===== config.mk =====
export PLATFORM = sky130hd
export DESIGN_NAME = mac_sched
export DESIGN_NICKNAME = d
export VERILOG_FILES = /design/src/rtl/mac_sched.sv
export SDC_FILE = /design/constraint.sdc
export NUM_CORES = 1
export LEC_CHECK = 0
export CAP_MARGIN = 20
export CORE_MARGIN = 2
export CORE_UTILIZATION = 58
export CTS_BUF_LIST = sky130_fd_sc_hd__clkbuf_4
export CTS_CLUSTER_SIZE = 24
export DETAILED_ROUTE_END_ITERATION = 12
export PLACE_DENSITY = 0.95
export SYNTH_ARGS = -nofsm -noshare
export SYNTH_HDL_FRONTEND = slang
export SYNTH_SLANG_ARGS = --single-unit

===== constraint.sdc =====
create_clock -name clk -period 11.3 [get_ports clk]
set_input_delay 2.26 -clock clk [delete_from_list [all_inputs] [get_ports clk]]
set_output_delay 2.26 -clock clk [all_outputs]
set_load 0.005 [all_outputs]

===== src/rtl/mac_sched.sv =====
// Two-requester round-robin scheduler for a shared external multiplier.
// A tag pipeline follows the multiplier latency and feeds per-requester 40-bit accumulators.
module mac_sched #(
    parameter int LAT = 3
) (
    input  logic                clk,
    input  logic                reset_n,
    input  logic [1:0]          req_valid,
    output logic [1:0]          req_ready,
    input  logic [1:0][2:0]     req_instr,
    input  logic [1:0][15:0]    req_a,
    input  logic [1:0][15:0]    req_b,
    input  logic                stall,
    output logic signed [15:0]  mul_a,
    output logic signed [15:0]  mul_b,
    input  logic signed [31:0]  mul_result,
    output logic                rsp_valid,
    output logic                rsp_id,
    output logic [31:0]         rsp_result,
    output logic [7:0]          rsp_protect
);

    typedef struct packed {
        logic       valid;
        logic       id;
        logic [2:0] instr;
    } tag_t;

    tag_t               pipe [LAT];
    logic signed [39:0] acc  [2];
    logic               ptr;

    logic               issue;
    logic               grant_id;
    tag_t               tail;
    logic signed [39:0] prod_ext;
    logic signed [39:0] cur_acc;
    logic signed [39:0] new_val;
    logic               acc_we;

    // NOTE: every always_comb output gets a default first, so no path leaves it unassigned and no latch is inferred.
    always_comb begin
        issue     = reset_n && !stall && (req_valid != 2'b00);
        grant_id  = (req_valid == 2'b11) ? ptr : req_valid[1];
        req_ready = 2'b00;
        mul_a     = '0;
        mul_b     = '0;
        if (issue) begin
            req_ready[grant_id] = 1'b1;
            mul_a               = req_a[grant_id];
            mul_b               = req_b[grant_id];
        end
    end

    // The tag leaving the last stage lines up with mul_result for the same operation.
    always_comb begin
        tail     = pipe[LAT-1];
        prod_ext = {{8{mul_result[31]}}, mul_result};
        cur_acc  = acc[tail.id];
        new_val  = prod_ext;
        acc_we   = 1'b0;
        case (tail.instr)
            3'b000: begin
                new_val = prod_ext;
                acc_we  = 1'b1;
            end
            3'b001: begin
                new_val = cur_acc + prod_ext;
                acc_we  = 1'b1;
            end
            3'b010: begin
                new_val = cur_acc - prod_ext;
                acc_we  = 1'b1;
            end
            default: begin
                new_val = prod_ext;
                acc_we  = 1'b0;
            end
        endcase
    end

    // NOTE: sequential state uses non-blocking assignments so every register samples pre-edge values.
    always_ff @(posedge clk) begin
        if (!reset_n) begin
            // NOTE: the accumulator array is reset explicitly because a flushed op must restart from zero.
            for (int k = 0; k < LAT; k++) pipe[k] <= '0;
            for (int r = 0; r < 2; r++) acc[r] <= '0;
            ptr         <= 1'b0;
            rsp_valid   <= 1'b0;
            rsp_id      <= 1'b0;
            rsp_result  <= '0;
            rsp_protect <= '0;
        end else begin
            for (int k = LAT - 1; k > 0; k--) pipe[k] <= pipe[k-1];
            pipe[0] <= '{valid: issue, id: grant_id, instr: req_instr[grant_id]};

            if (issue) ptr <= ~grant_id;

            rsp_valid <= tail.valid;
            if (tail.valid) begin
                if (acc_we) acc[tail.id] <= new_val;
                rsp_id      <= tail.id;
                rsp_result  <= new_val[31:0];
                rsp_protect <= new_val[39:32];
            end
        end
    end

endmodule


======== Yosys cells after proc, flatten, opt, wreduce, memory -nomap -nowiden ========
Memories as Yosys holds them, arrays and structs flattened.
Index checks and enable logic that the tools add are counted.
W data, S select, Z words.
word-level totals
  flip-flop bits (word level) ............. 43
  latch bits .............................. 0
  memory bits (writable) .................. 95
  memory bits (read-only) ................. 0
  input bits .............................. 107
  output and inout bits ................... 76
  logic and storage cells ................. 52
  memories kept ........................... 2
cells by class
  $add $sub $neg .......................... 2
  multipliers ............................. 0
  divide/modulo/power cells ............... 0
  magnitude comparators ................... 2
  eq/ne operators ......................... 3
  shift-type cells ........................ 0
  mux-type cells .......................... 26
  bitwise gates (word level) .............. 4
  reductions and logical operators ........ 8
memories
  name  depth  bits a word  read ports  clocked after Yosys merged registers in  wr ports  line  source
  acc   2      40           1           0                                        2         30    logic signed [39:0] acc [2];
  pipe  3      5            3           0                                        3         29    tag_t pipe [LAT];
operators by type and width
  operator              count
  $mux W16              6
  $pmux W40 S2          1
  $add A40 B32 Y40      1
  $mux W40              1
  $reduce_or A40 Y1     1
  $sub A40 B32 Y40      1
  $mux W5               3
  $mux W1               11
  $mux W3               2
  $eq A3 B1 Y1 const B  1
  $eq A3 B2 Y1 const B  1
  $logic_and A1 B1 Y1   3
  $logic_not A3 Y1      1
  $or A1 B1 Y1          3
  $reduce_or A3 Y1      1
  $eq A2 B2 Y1 const B  1
  $lt A1 B2 Y1 const B  1
  $mux W2               1
  $reduce_bool A2 Y1    1
  $demux W1 S1          1
  $ge A1 B1 Y1 const B  1
  $logic_not A1 Y1      1
  $not A1 Y1            1

======== Depth between registers and ports, before layout ========
  depth after elaboration ................. 9
  depth in mapped cells ................... 19
  depth with buffers taken out ............ 18

======== Worst setup path before layout ========
OpenSTA, ideal clock, no wires.
  path type ............................... input to register
  from .................................... in mul_result[14]
  to ...................................... mem acc[1][34], data pin
  library setup time ...................... 0.266 ns
  data arrival time ....................... 5.670 ns
  required time ........................... 11.034 ns
  slack ................................... 5.364 ns
  stages on the path ...................... 15
  path buffers ............................ 1
  path through ............................ or4_4 -> nor4_4 -> inv_1 -> or3_1 -> o31ai_1 -> xor2_1 -> ha_1 -> buf_2 -> nand4_1 -> nor2_1 -> nand3_1 -> or4_1 -> a21o_1 -> a31oi_1 -> nor2_1
RTL lines
  what             line  source
  start, declared  16    input logic signed [31:0] mul_result,
  end, declared    30

======== Worst setup path in the final report ========
  from .................................... in reset_n
  to ...................................... out mul_b[8]
on the way
  cells in the longest elaborated chain, start to end .. 3
ends and longest elaborated chain
  what                               line  source
  start, declared                    7     input logic reset_n,
  $logic_and A1 B1 Y1 (2 in series)  43    issue = reset_n && !stall && (req_valid != 2'b00);
  $mux W16                           48    if (issue) begin
  end, declared                      15    output logic signed [15:0] mul_b,
No other way between the ends.

==> impl_results.md <==
- Status: finished, final reports clean
- DR DRC count: 0
- Io pins: 183
- Top_reg_cell synth: edfxtp_1
- Fin. Hold Viols: 0
- Pin count of the biggest net entering global routing: 73
- CP required: 9.04 ns
- Final core utilization: 0.7412
- Non-Filler Instances: 1369
- TritonCTS clock tree: done
- Seq/Total Area, Yosys: 0.3885
- Max incr delay on CP: 0.88 ns
- Number of synthesized register bits: 138
- Final nets: 1292
- Clock skew: 0.01750 ns
- DP Cell Count: 1336
- Setup TNS: 0 ns
- Post-DP HPWL: 19.29 mm
- Hold WS: 0.4467 ns
- Htree depth: 4
- Mapped Nets: 1150
- Crit end category: output pin
- Post-layout minimum cycle time: 7.312 ns
- DRT Pass-1 Iters: 8
- Worst-path clk slew: 0.11 ns
- Buf/Inv on CP: 3
- Static leakage: 4.258 nW
- # Post-CTS Setup Buffers: 0
- Clk_lat worst skew: 0.58 ns
- Setup-failing EPs final: 0
- Initial antenna violation count: 1
- Vias/cell: 6.245
- DR WL/cell: 19.55 um
- Total number of vias: 8550
- RSZ-0062 raised after global routing: false
- Mapped Cells: 1002
- Layout cells sized above 1: 0.08989
- Max-cap viol count: 0
- Relative slew slack: 0.2661
- Die Y-Extent: 129.8 um
- Syn avg cell area: 9.153 um2
- FMAX: 136.8 MHz
- Critical-path top delay cell: and2_1
- First-pass GRT wire length: 41.59 mm
- Slew Viols, Final: 0
- Starting Density: 0.5989
- Worst Max-Slew Pin Slew: 1.101 ns
- Clk Tree Root Cell: clkbuf_4
- Pwr/cell area: 105.4 nW/um2
- Cts bufs inserted: 17
- Die ar.: 16840 um2
- Cells along the critical path: clkdlybuf4s50_1 -> buf_4 -> nand2b_1 -> nor2_1 -> and2_1 -> a22o_1 -> clkdlybuf4s50_1
- FFs w/ async S/R, synth: 0
- Critical path fanouts, max: 37
- # rows: 45
- Total track usage: 0.3203
- Hold Crit Class: reg -> reg
- Starting DRT DRC Count: 1153
- Post-synthesis cell type count: 69
- Reg area: 3566 um2
- CORE AREA: 15310 um2
- Multi-input logic area: 5274 um2
- Period utilization: 0.6471
- Most common library cell in the layout ignoring fill and taps: clkdlybuf4s50_1
- Worst vdd ir: 0.05814 mV
- GR Overflow Total: 0
- Final-layout fill cell count: 1142
- Number of synthesized flops with an enable pin: 80
- Commonest non-fill, non-tap cells in the layout: clkdlybuf4s50_1 (182), nor2_1 (131), a21oi_1 (83)
- Mapped cell area: 9171 um2
- IO Port Bufs: 182
- Cell family with most CP delay: buffers and inverters
- Wirelength, routed: 26.76 mm
- Vias in the first global route: 8276
- Post-route ant nets: 0
- PostCTS Resize Cnt: 0
- Area Overhead vs Synth: 23.77%
- Hold-fix buffers at CTS: 0
- Setup WS post-layout: 3.988 ns
- Ys Warns: 0
- CP most frequent cell: clkdlybuf4s50_1
- CP arrival: 5.05 ns
- WS Path Type: in -> out
- Sinks on Clock Net: 138
- GP Congestion: 0.9562
- Max clock buf depth: 2
- Crit path launch type: input pin
- Post-placement setup slack: 3.951 ns
- Die extent in x: 129.8 um
## metrics by stage
step                      power, mW  area, um2
after floorplan              0.7716       9171
after global placement       0.8813      11070
after detailed placement     0.8891      11080
after CTS                     1.192      11350
after global routing          1.248      11350
final                         1.197      11350
## final cells by class
class	instances	share of cell area
sequential	138	0.3142
clock buffer	18	0.01190
antenna	1	0.0002205
tap	211	0.02326
inverter	18	0.005952
timing repair buffer	193	0.1684
multi-input combinational	776	0.4646
clock inverter	14	0.01146
## final timing paths
path | start | endpoint | slack, ns | depth (start not counted)
worst max-delay path | reset_n | mul_b[8] | 3.99 | 7
worst min-delay path | pipe[0][8] | pipe[0][13] | 0.45 | 1
worst max register to register | pipe[0][12] | acc[0][38] | 7.08 | 12
worst min register to register | pipe[0][8] | pipe[0][13] | 0.45 | 1
## Yosys cell counts (17+ instances only)
cell,count,area share
a211oi_1,22,0.018
a21oi_1,83,0.045
a22o_1,32,0.031
a31oi_1,17,0.012
clkbuf_1,54,0.022
dfxtp_1,58,0.13
edfxtp_1,80,0.26
ha_1,40,0.055
inv_1,18,0.0074
mux2_2,38,0.047
mux2i_1,24,0.026
nand2_1,52,0.021
nand3_1,19,0.010
nor2_1,133,0.054
nor3_1,17,0.0093
o21ai_0,46,0.025
xnor2_1,27,0.026
xor2_1,33,0.032
## flip-flops by register name, indices dropped and copies added, names as in the netlist
register	flops
rsp_protect	8
acc	80
pipe	15
rsp_result	32
ptr	1
rsp_id	1
rsp_valid	1
## power breakdown
group	switching [mW]	total (mW)	internal [mW]	leakage, nW
registers	0.00700	0.555	0.548	1.30
logic	0.183	0.331	0.148	2.82
clock network	0.181	0.311	0.130	0.138
total	0.371	1.20	0.825	4.26
## logic make-up (layout without fill, tap and decap cells)
group / count (synthesis) / after routing / synth area share
adders and majority gates: 41 / 41 / 0.05675
and+or+nand+nor: 312 / 312 / 0.1670
buffers and inverters: 88 / 243 / 0.03752
muxes: 63 / 63 / 0.07531
xor gates and xnor gates: 60 / 60 / 0.05730
DFF: 138 / 138 / 0.3885
other: 0 / 1 / 0
AOI/OAI and AO/OA: 300 / 300 / 0.2176
## per-layer routing
metal | GRT usage | wire length (um) | vias to the layer above
met4 | 0.1398 | 852 | 0
met2 | 0.5476 | 13110 | 486
li1 | - | - | 3988
met3 | 0.05740 | 2375 | 76
met1 | 0.3991 | 10420 | 4000
met5 | 0 | 0 | -
No activity file was read; power rests on OpenSTA's default activity.
